**config.mk**
```make
export PLATFORM = sky130hd
export DESIGN_NAME = alsu_pipe_flat
export DESIGN_NICKNAME = d
export VERILOG_FILES = /design/src/rtl/alsu_pipe_if.sv /design/src/rtl/alsu_pipe.sv /design/src/flat_wrapper.sv
export SDC_FILE = /design/constraint.sdc
export NUM_CORES = 1
export LEC_CHECK = 0
export ABC_AREA = 0
export CORE_UTILIZATION = 47
export DETAILED_ROUTE_END_ITERATION = 12
export GPL_TIMING_DRIVEN = 0
export PLACE_DENSITY = 0.76
export SLEW_MARGIN = 30
export SYNTH_ARGS = -nofsm -noshare
export SYNTH_HDL_FRONTEND = slang
export SYNTH_SLANG_ARGS = --single-unit
```
**constraint.sdc**
```tcl
create_clock -name clk -period 2.5 [get_ports clk]
set_input_delay 0.625 -clock clk [delete_from_list [all_inputs] [get_ports clk]]
set_output_delay 0.625 -clock clk [all_outputs]
set_load 0.01 [all_outputs]
```
**src/rtl/alsu_pipe_if.sv**
```systemverilog
// Command/result bus for alsu_pipe: input handshake, operands/controls, output handshake, error indicators.
// err_cnt is present only when ALSU_ERR_CNT_EN is defined.
interface alsu_pipe_if #(
  parameter int WIDTH = 3,
  parameter int LED_W = 16
);
  localparam int OUT_W = 2 * WIDTH;

  logic                    in_valid;
  logic                    in_ready;
  logic signed [WIDTH-1:0] A;
  logic signed [WIDTH-1:0] B;
  logic                    cin;
  logic                    serial_in;
  logic                    red_op_A;
  logic                    red_op_B;
  logic [2:0]              opcode;
  logic                    bypass_A;
  logic                    bypass_B;
  logic                    direction;
  logic                    out_valid;
  logic                    out_ready;
  logic signed [OUT_W-1:0] out;
  logic                    err;
  logic [LED_W-1:0]        leds;
`ifdef ALSU_ERR_CNT_EN
  logic [7:0]              err_cnt;

  modport master (
    output in_valid, A, B, cin, serial_in, red_op_A, red_op_B, opcode,
           bypass_A, bypass_B, direction, out_ready,
    input  in_ready, out_valid, out, err, leds, err_cnt
  );

  modport slave (
    input  in_valid, A, B, cin, serial_in, red_op_A, red_op_B, opcode,
           bypass_A, bypass_B, direction, out_ready,
    output in_ready, out_valid, out, err, leds, err_cnt
  );
`else
  modport master (
    output in_valid, A, B, cin, serial_in, red_op_A, red_op_B, opcode,
           bypass_A, bypass_B, direction, out_ready,
    input  in_ready, out_valid, out, err, leds
  );

  modport slave (
    input  in_valid, A, B, cin, serial_in, red_op_A, red_op_B, opcode,
           bypass_A, bypass_B, direction, out_ready,
    output in_ready, out_valid, out, err, leds
  );
`endif
endinterface

```
**src/rtl/alsu_pipe.sv**
```systemverilog
// Two-stage pipelined ALSU with valid/ready handshake and a blinking-LED error indicator.
// Define ALSU_ERR_CNT_EN to add a saturating invalid-commit counter (err_cnt) on the bus.
module alsu_pipe #(
  parameter int WIDTH          = 3,
  parameter     INPUT_PRIORITY = "A",
  parameter     FULL_ADDER     = "ON",
  parameter int LED_W          = 16
) (
  input  logic       clk,
  input  logic       rst,
  alsu_pipe_if.slave bus
);
  localparam int OUT_W   = 2 * WIDTH;
  localparam bit PRIO_A  = (INPUT_PRIORITY == "A");
  localparam bit USE_CIN = (FULL_ADDER == "ON");

  localparam logic [2:0] OP_OR     = 3'b000;
  localparam logic [2:0] OP_XOR    = 3'b001;
  localparam logic [2:0] OP_ADD    = 3'b010;
  localparam logic [2:0] OP_MULT   = 3'b011;
  localparam logic [2:0] OP_SHIFT  = 3'b100;
  localparam logic [2:0] OP_ROTATE = 3'b101;

  typedef struct packed {
    logic [WIDTH-1:0] a;
    logic [WIDTH-1:0] b;
    logic             cin;
    logic             serialIn;
    logic             redA;
    logic             redB;
    logic [2:0]       opcode;
    logic             bypA;
    logic             bypB;
    logic             dir;
  } cmd_t;

  typedef enum logic {S_IDLE, S_BLINK} blink_e;

  cmd_t             r_s1;
  logic             r_s1_valid;
  logic             r_out_valid;
  logic [OUT_W-1:0] r_out;
  logic             r_err;
  logic [LED_W-1:0] r_leds;
  blink_e           r_state;
  blink_e           w_next_state;
  logic [LED_W-1:0] w_next_leds;

  cmd_t             w_cmd;
  logic             w_adv;
  logic             w_in_ready;
  logic             w_accept;
  logic             w_commit;
  logic             w_invalid;
  logic [WIDTH-1:0] w_red_sel;
  logic [WIDTH-1:0] w_byp_sel;
  logic [OUT_W-1:0] w_a_ext;
  logic [OUT_W-1:0] w_b_ext;
  logic [OUT_W-1:0] w_byp_ext;
  logic [OUT_W-1:0] w_cin_ext;
  logic [OUT_W-1:0] w_result;

  always_comb begin
    w_cmd          = '0;
    w_cmd.a        = bus.A;
    w_cmd.b        = bus.B;
    w_cmd.cin      = bus.cin;
    w_cmd.serialIn = bus.serial_in;
    w_cmd.redA     = bus.red_op_A;
    w_cmd.redB     = bus.red_op_B;
    w_cmd.opcode   = bus.opcode;
    w_cmd.bypA     = bus.bypass_A;
    w_cmd.bypB     = bus.bypass_B;
    w_cmd.dir      = bus.direction;
  end

  // Stage 1 may refill whenever it is empty or its content moves into stage 2.
  assign w_adv      = !r_out_valid || bus.out_ready;
  assign w_in_ready = rst && (!r_s1_valid || w_adv);
  assign w_accept   = bus.in_valid && w_in_ready;
  assign w_commit   = w_adv && r_s1_valid;

  assign w_invalid = (r_s1.opcode[2:1] == 2'b11) ||
                     ((r_s1.redA || r_s1.redB) && (r_s1.opcode[2:1] != 2'b00));
  assign w_red_sel = (r_s1.redA && (PRIO_A || !r_s1.redB)) ? r_s1.a : r_s1.b;
  assign w_byp_sel = (r_s1.bypA && (PRIO_A || !r_s1.bypB)) ? r_s1.a : r_s1.b;
  assign w_a_ext   = {{WIDTH{r_s1.a[WIDTH-1]}}, r_s1.a};
  assign w_b_ext   = {{WIDTH{r_s1.b[WIDTH-1]}}, r_s1.b};
  assign w_byp_ext = {{WIDTH{w_byp_sel[WIDTH-1]}}, w_byp_sel};
  assign w_cin_ext = {{(OUT_W-1){1'b0}}, USE_CIN & r_s1.cin};

  always_comb begin
    w_result = '0;
    if (w_invalid) begin
      w_result = '0;
    end else if (r_s1.bypA || r_s1.bypB) begin
      w_result = w_byp_ext;
    end else begin
      case (r_s1.opcode)
        OP_OR:     w_result = (r_s1.redA || r_s1.redB) ? {{(OUT_W-1){1'b0}}, |w_red_sel}
                                                       : (w_a_ext | w_b_ext);
        OP_XOR:    w_result = (r_s1.redA || r_s1.redB) ? {{(OUT_W-1){1'b0}}, ^w_red_sel}
                                                       : (w_a_ext ^ w_b_ext);
        OP_ADD:    w_result = w_a_ext + w_b_ext + w_cin_ext;
        OP_MULT:   w_result = $signed(w_a_ext) * $signed(w_b_ext);
        // SHIFT/ROTATE chain off the last committed result held in r_out.
        OP_SHIFT:  w_result = r_s1.dir ? {r_out[OUT_W-2:0], r_s1.serialIn}
                                       : {r_s1.serialIn, r_out[OUT_W-1:1]};
        OP_ROTATE: w_result = r_s1.dir ? {r_out[OUT_W-2:0], r_out[OUT_W-1]}
                                       : {r_out[0], r_out[OUT_W-1:1]};
        default:   w_result = '0;
      endcase
    end
  end

  always_ff @(posedge clk or negedge rst) begin
    if (!rst) begin
      r_s1_valid <= 1'b0;
      r_s1       <= '0;
    end else if (w_in_ready) begin
      r_s1_valid <= w_accept;
      if (w_accept) r_s1 <= w_cmd;
    end
  end

  always_ff @(posedge clk or negedge rst) begin
    if (!rst) begin
      r_out_valid <= 1'b0;
      r_out       <= '0;
      r_err       <= 1'b0;
    end else if (w_adv) begin
      r_out_valid <= r_s1_valid;
      if (r_s1_valid) begin
        r_out <= w_result;
        r_err <= w_invalid;
      end
    end
  end

  always_ff @(posedge clk or negedge rst) begin
    if (!rst) begin
      r_state <= S_IDLE;
      r_leds  <= '0;
    end else begin
      r_state <= w_next_state;
      r_leds  <= w_next_leds;
    end
  end

  always_comb begin
    w_next_state = r_state;
    w_next_leds  = r_leds;
    if (w_commit) begin
      if (w_invalid) begin
        w_next_state = S_BLINK;
        w_next_leds  = '1;
      end else begin
        w_next_state = S_IDLE;
        w_next_leds  = '0;
      end
    end else if (r_state == S_BLINK) begin
      w_next_leds = ~r_leds;
    end
  end

`ifdef ALSU_ERR_CNT_EN
  logic [7:0] r_err_cnt;

  always_ff @(posedge clk or negedge rst) begin
    if (!rst) begin
      r_err_cnt <= '0;
    end else if (w_commit && w_invalid && (r_err_cnt != 8'hFF)) begin
      r_err_cnt <= r_err_cnt + 8'd1;
    end
  end

  assign bus.err_cnt = r_err_cnt;
`endif

  assign bus.in_ready  = w_in_ready;
  assign bus.out_valid = r_out_valid;
  assign bus.out       = r_out;
  assign bus.err       = r_err;
  assign bus.leds      = r_leds;
endmodule

```
**src/flat_wrapper.sv**
```systemverilog
// flat-port wrapper written by rule: the top's interface ports become plain ports
module alsu_pipe_flat 
#(
  parameter int WIDTH          = 3,
  parameter     INPUT_PRIORITY = " ",
  parameter     FULL_ADDER     = "  ",
  parameter int LED_W          = 16
)
  (clk, rst, bus_in_valid, bus_A, bus_B, bus_cin, bus_serial_in, bus_red_op_A, bus_red_op_B, bus_opcode, bus_bypass_A, bus_bypass_B, bus_direction, bus_out_ready, bus_in_ready, bus_out_valid, bus_out, bus_err, bus_leds);
  alsu_pipe_if #(.WIDTH(WIDTH), .LED_W(LED_W)) bus_i ();
  input  logic clk;
  input  logic rst;
  input wire logic [$bits(bus_i.in_valid)-1:0] bus_in_valid;
  input wire logic [$bits(bus_i.A)-1:0] bus_A;
  input wire logic [$bits(bus_i.B)-1:0] bus_B;
  input wire logic [$bits(bus_i.cin)-1:0] bus_cin;
  input wire logic [$bits(bus_i.serial_in)-1:0] bus_serial_in;
  input wire logic [$bits(bus_i.red_op_A)-1:0] bus_red_op_A;
  input wire logic [$bits(bus_i.red_op_B)-1:0] bus_red_op_B;
  input wire logic [$bits(bus_i.opcode)-1:0] bus_opcode;
  input wire logic [$bits(bus_i.bypass_A)-1:0] bus_bypass_A;
  input wire logic [$bits(bus_i.bypass_B)-1:0] bus_bypass_B;
  input wire logic [$bits(bus_i.direction)-1:0] bus_direction;
  input wire logic [$bits(bus_i.out_ready)-1:0] bus_out_ready;
  output wire logic [$bits(bus_i.in_ready)-1:0] bus_in_ready;
  output wire logic [$bits(bus_i.out_valid)-1:0] bus_out_valid;
  output wire logic [$bits(bus_i.out)-1:0] bus_out;
  output wire logic [$bits(bus_i.err)-1:0] bus_err;
  output wire logic [$bits(bus_i.leds)-1:0] bus_leds;
  assign bus_i.in_valid = bus_in_valid;
  assign bus_i.A = bus_A;
  assign bus_i.B = bus_B;
  assign bus_i.cin = bus_cin;
  assign bus_i.serial_in = bus_serial_in;
  assign bus_i.red_op_A = bus_red_op_A;
  assign bus_i.red_op_B = bus_red_op_B;
  assign bus_i.opcode = bus_opcode;
  assign bus_i.bypass_A = bus_bypass_A;
  assign bus_i.bypass_B = bus_bypass_B;
  assign bus_i.direction = bus_direction;
  assign bus_i.out_ready = bus_out_ready;
  assign bus_in_ready = bus_i.in_ready;
  assign bus_out_valid = bus_i.out_valid;
  assign bus_out = bus_i.out;
  assign bus_err = bus_i.err;
  assign bus_leds = bus_i.leds;
  alsu_pipe #(.WIDTH(WIDTH), .INPUT_PRIORITY(INPUT_PRIORITY), .FULL_ADDER(FULL_ADDER), .LED_W(LED_W)) u_core (.clk(clk), .rst(rst), .bus(bus_i));
endmodule
```
Word-level counts from Yosys, hierarchy flattened --
Index checks and enable logic that the tools add are counted.
Storage, ports and cells: flip-flop bits (word level) 41, ROM bits 0, bits in writable memories 0, input bits 20, latch bits 0, output and inout bits 25, memories kept 0
Cells by class: multiply operators 1, add/sub/neg operators 1, bitwise gates (word level) 3, divide/modulo/power cells 0, shift operators 0, $lt $le $gt $ge 0, reduce and logical (&&, ||, !) cells 22, equal/unequal tests 6, multiplexer cells 13
Operators by type and width (count):
- 2-to-1 mux 16 bit | 3
- 2-to-1 mux 6 bit | 6
- one-hot mux 6 bit (6 select lines) | 1
- NOT 16 bit | 1
- equality test 3 x 2 -> 1 bit (second input constant) | 2
- equality test 3 bit (second input constant) | 2
- logical AND 1 bit | 6
- multiplier 3 x 3 -> 6 bit | 1
- 2-to-1 mux 3 bit | 2
- OR 6 bit | 1
- XOR 6 bit | 1
- logical OR 1 bit | 5
- adder 3 x 3 -> 4 bit | 1
- logical NOT 1 bit | 4
- AND reduction 2 bit | 2
- nonzero test 2 bit | 2
- equality test 3 x 1 -> 1 bit (second input constant) | 1
- logical NOT 3 bit | 1
- OR reduction 3 bit | 1
- parity 3 bit | 1
- equality test 2 bit (second input constant) | 1
- 2-to-1 mux 1 bit | 1

Longest topological paths before layout --
depth after elaboration 8, mapped depth 12, mapped depth without buffers 12

Least setup slack after synthesis --
OpenSTA, ideal clock, no wires.
path kind reg2reg, start register u_core.r_s1[15] (netlist bit), end register u_core.r_out[5] (netlist: u_core.bus.out[5]), arrival time 2.652 ns, path slack -0.278 ns, data required time 2.374 ns, cell stages (with the launch flop) 12, cells stage by stage dfrtp_1 > buf_2 > nand2_1 > fa_1 > inv_1 > ha_1 > ha_1 > fa_1 > xnor2_1 > xnor2_1 > a221oi_1 > o21ai_1
On the way: longest elaborated chain between the ends 5, elaborated cells between the ends (all ways) 10, those cells by class add/sub: 1; mul: 1; mux: 6; bitwise: 2
Ends and longest elaborated chain:
- start: declaration | line alsu_pipe.sv:39 | cmd_t r_s1;
- start signal: assignment | line alsu_pipe.sv:122 | if (w_accept) r_s1 <= w_cmd;
- parallel branches: the longest is 3 deep, another holds multiplier 3 x 3 -> 6 bit
- 2-to-1 mux 6 bit (*) | line alsu_pipe.sv:96 | end else if (r_s1.bypA || r_s1.bypB) begin
- 2-to-1 mux 6 bit (*) | line alsu_pipe.sv:94 | if (w_invalid) begin
- end signal: assignment | line alsu_pipe.sv:134 | r_out <= w_result;
- end: declaration | line alsu_pipe.sv:42 | logic [OUT_W-1:0] r_out;
Every way passes the cells marked *. A chain may end at the register's enable or synchronous reset.

Worst setup path in the final report --
start register u_core.r_s1[14] (netlist bit), end register u_core.r_out[5] (netlist: u_core.bus.out[5])
On the way: longest elaborated chain between the ends 4, elaborated cells between the ends (all ways) 5, those cells by class add/sub: 1; mul: 1; mux: 3
Ends and longest elaborated chain:
- multiplier 3 x 3 -> 6 bit / adder 3 x 3 -> 4 bit (equally long branches) | line alsu_pipe.sv:105, alsu_pipe.sv:104
- one-hot mux 6 bit (6 select lines) (*) | line alsu_pipe.sv:99 | case (r_s1.opcode)
- 2-to-1 mux 6 bit (*) | line alsu_pipe.sv:96
- 2-to-1 mux 6 bit (*) | line alsu_pipe.sv:94
Mark *: on every way between the ends. The rest lies on a longest branch, timed or not.

==> reports/summary.txt <==
syn_area_per_cell -> 10.8 µm²
Final Cycle Share -> 1.06
FF+latch count, synth -> 40
DR vias -> 1869
Setup WS post-layout -> -0.155 ns
Final Non-Filler Cells -> 357
sequential cell area -> 0.00101 mm²
Synth warnings -> 0
routed len/inst -> 14.7 µm
Starting Density -> 0.505
Achievable Freq -> 377 MHz
GRT met1 Usage -> 0.285
grt peak-use layer -> met2
critical path launch point type -> flop
Fillers -> 403
Synth Instances -> 228
multi-input logic area -> 0.00139 mm²
worst setup path class -> reg -> reg
diode count -> 0
sequential share of the synthesized area -> 0.406
slowest CP cell -> fa_1
Pwr Density -> 1030 mW/mm²
Worst path max stage delay -> 0.53 ns
flop2flop setup slack -> -0.15 ns
die area -> 0.00554 mm²
CTS clock-pin slew for the worst setup and hold paths -> 0.09 ns
placed insts -> 339
Layout area overhead -> 32.0%
violated checks -> setup timing
crit path DAT -> 2.84 ns
H-Tree Depth -> 2
worst-margin pin slew -> 0.472 ns
vias in the first global route -> 1871
post-route minimum period -> 2.65 ns
hold crit path type -> in -> async
Core Region -> 0.00488 mm²
Die Ht -> 74.4 µm
routing usage on met3 -> 0.0366
CTS tree -> built
final clock skew -> 0.00984 ns
initial antenna violation count -> 0
RD Place Congestion -> 0.871
most used flip-flop cell after synthesis -> dfrtp_1
max-cap viol count -> 0
Crit. End Element -> flop
Slew HR -> 0.685
RSZ-0062 raised after global routing -> yes
Port Buffers -> 43
first-pass GRT wire length -> 8.65 mm
clock root buffer -> clkbuf_8
Post-synth EDFFs -> 0
antenna viol nets, final -> 0
die width -> 74.4 µm
Routed Wire Length -> 5.25 mm
clk buf depth -> 2
RR Startpoint -> u_core.r_s1[14]
Synth cell types -> 43
Total GRT Usage -> 0.209
CTS Sinks -> 40
num ports -> 45
WP data required -> 2.69 ns
Peak VDD IR -> 0.657 mV
reg-to-reg critical path endpoint -> u_core.bus.out[5]
layout cells sized above 1 -> 0.279
Pleak -> 1.37 nW
worst skew pair latency -> 0.30 ns
gr ovfl total -> 0
DR vias/cell -> 5.24
Final nets -> 327
Synth Net Count -> 266
Reg2Reg Depth -> 11
final setup fails -> 2
Post-Place Setup Slack -> -0.310 ns
Final Hold Fails -> 0
hold buffers post-CTS -> 0
Starting DRT DRC Count -> 144
DP Wirelength -> 3.80 mm
max-slew violations -> 0
Max FO, Critical Path -> 4
CTS Buf Count -> 5
largest net degree at the start of global routing -> 30
DRC viols -> 0
Post-Syn Area -> 0.00247 mm²
drt first pass iters -> 4
CP cell instances -> inv_2 > nand2_2 > fa_1 > inv_2 > ha_4 > ha_4 > fa_2 > xnor2_2 > xnor2_1 > a221oi_2 > o21ai_1
met2 Track Usage GR -> 0.332
row count -> 25
status -> finished with violations
Post-synth ARST share -> 1.00
-- power by group --
part	total [mW]	leakage [nW]	internal (mW)	switching, mW
logic	1.80	0.863	0.999	0.804
registers	1.08	0.467	0.881	0.202
clock network	0.464	0.0434	0.224	0.240
-- worst max-delay path, delay by kind of cell, from the launching register on --
kind                     cells  cell delay (ns)
AND/OR/NAND/NOR              1             0.07
buffers and inverters        2             0.15
adder cells (fa/ha/maj)      4             1.23
flip-flops                   1             0.44
AO/OA/AOI/OAI                2             0.37
XOR/XNOR                     2             0.29
-- placed cells by master, fill, tap and decap left out, drive strengths merged, types with 5 or more instances in the layout --
master and instances:
nor2 8, ha 13, mux2 18, buf 23, dfrtp 40, inv 14
clkdlybuf4s50 41, clkbuf 9, nand2 19, a21oi 26, o21ai 10, xnor2 19
fa 5
-- registers in the layout (all words and copies together) (netlist names) --
signal,cells
u_core.bus.out_valid,1
u_core.bus.err,1
u_core.bus.out,6
u_core.r_s1_valid,1
u_core.bus.leds,16
u_core.r_s1,15
-- worst max-delay path by stage --
stage                     from                end  slack, ns  cells after the start
6_report       u_core.r_s1[14]  u_core.bus.out[5]      -0.15                     11
3_3_place_gp               rst       bus_in_ready      -1.45                      3
5_1_grt        u_core.r_s1[14]  u_core.bus.out[5]      -0.21                     11
3_5_place_dp   u_core.r_s1[11]  u_core.bus.out[5]      -0.31                     11
4_1_cts        u_core.r_s1[15]  u_core.bus.out[5]      -0.19                     11
2_1_floorplan  u_core.r_s1[15]  u_core.bus.out[5]      -0.09                     11
-- per-layer routing --
layer | vias to the layer above | part of all wire
met1 | 894 | 0.47
met4 | 0 | 0.020
met3 | 12 | 0.032
li1 | 916 | -
met2 | 47 | 0.48
met5 | - | 0
-- final cells by class --
class / count / area share
plain buffers: 14 / 0.0323
well taps: 67 / 0.0257
flip-flops and latches: 40 / 0.309
repair buffers: 54 / 0.160
multi-input cells: 160 / 0.427
clock buffers: 6 / 0.0254
clock inverters: 2 / 0.00461
inverters: 14 / 0.0161
-- timing repair --
| item | in CTS | in global routing |
|---|---|---|
| buffers inserted | 6 | 4 |
| gates cloned | 0 | 0 |
| pin swaps | 2 | 8 |
| gates resized for setup | 11 | 8 |
| endpoints found under the hold margin | 0 | 0 |
| endpoints found under the setup margin | 3 | 2 |
-- synthesized netlist by cell type, types with 3 or more instances --
cell / number / share of area
nand2_1: 18 / 0.027
buf_2: 4 / 0.0081
buf_6: 4 / 0.018
fa_1: 5 / 0.041
mux2_2: 18 / 0.082
clkbuf_1: 3 / 0.0046
buf_4: 3 / 0.0091
nor2_1: 7 / 0.011
inv_1: 14 / 0.021
a21oi_1: 26 / 0.053
ha_1: 13 / 0.066
a221oi_1: 3 / 0.011
xor2_1: 3 / 0.011
dfrtp_1: 40 / 0.41
o21ai_1: 3 / 0.0061
o21ai_0: 5 / 0.010
o211ai_1: 4 / 0.012
xnor2_1: 19 / 0.067
nor3b_1: 3 / 0.0091
-- metrics by stage --
step / setup TNS [ns] / power, mW / area [µm²] / hold slack, ns / utilization
5_1_grt: -0.403 / 3.60 / 3260 / 0.169 / 0.667
6_report: -0.234 / 3.35 / 3260 / 0.163 / 0.667
4_1_cts: -0.223 / 3.30 / 3190 / 0.170 / 0.654
3_3_place_gp: -26.58 / 2.73 / 3010 / 0.496 / 0.616
3_5_place_dp: -0.644 / 2.77 / 3020 / 0.505 / 0.619
2_1_floorplan: -0.170 / 2.15 / 2490 / 0.329 / -
-- cell families (layout without fill, tap and decap cells) --
group | count (synthesis) | count (layout) | share of synthesized area
muxes | 20 | 20 | 0.0903
xor gates and xnor gates | 22 | 22 | 0.0781
adders and majority gates | 18 | 18 | 0.107
buffers and inverters | 28 | 90 | 0.0614
DFF | 40 | 40 | 0.406
and+or+nand+nor | 40 | 40 | 0.0974
AOI/OAI and AO/OA | 60 | 60 | 0.160
Note: power is estimated with default switching activity, not from simulation.
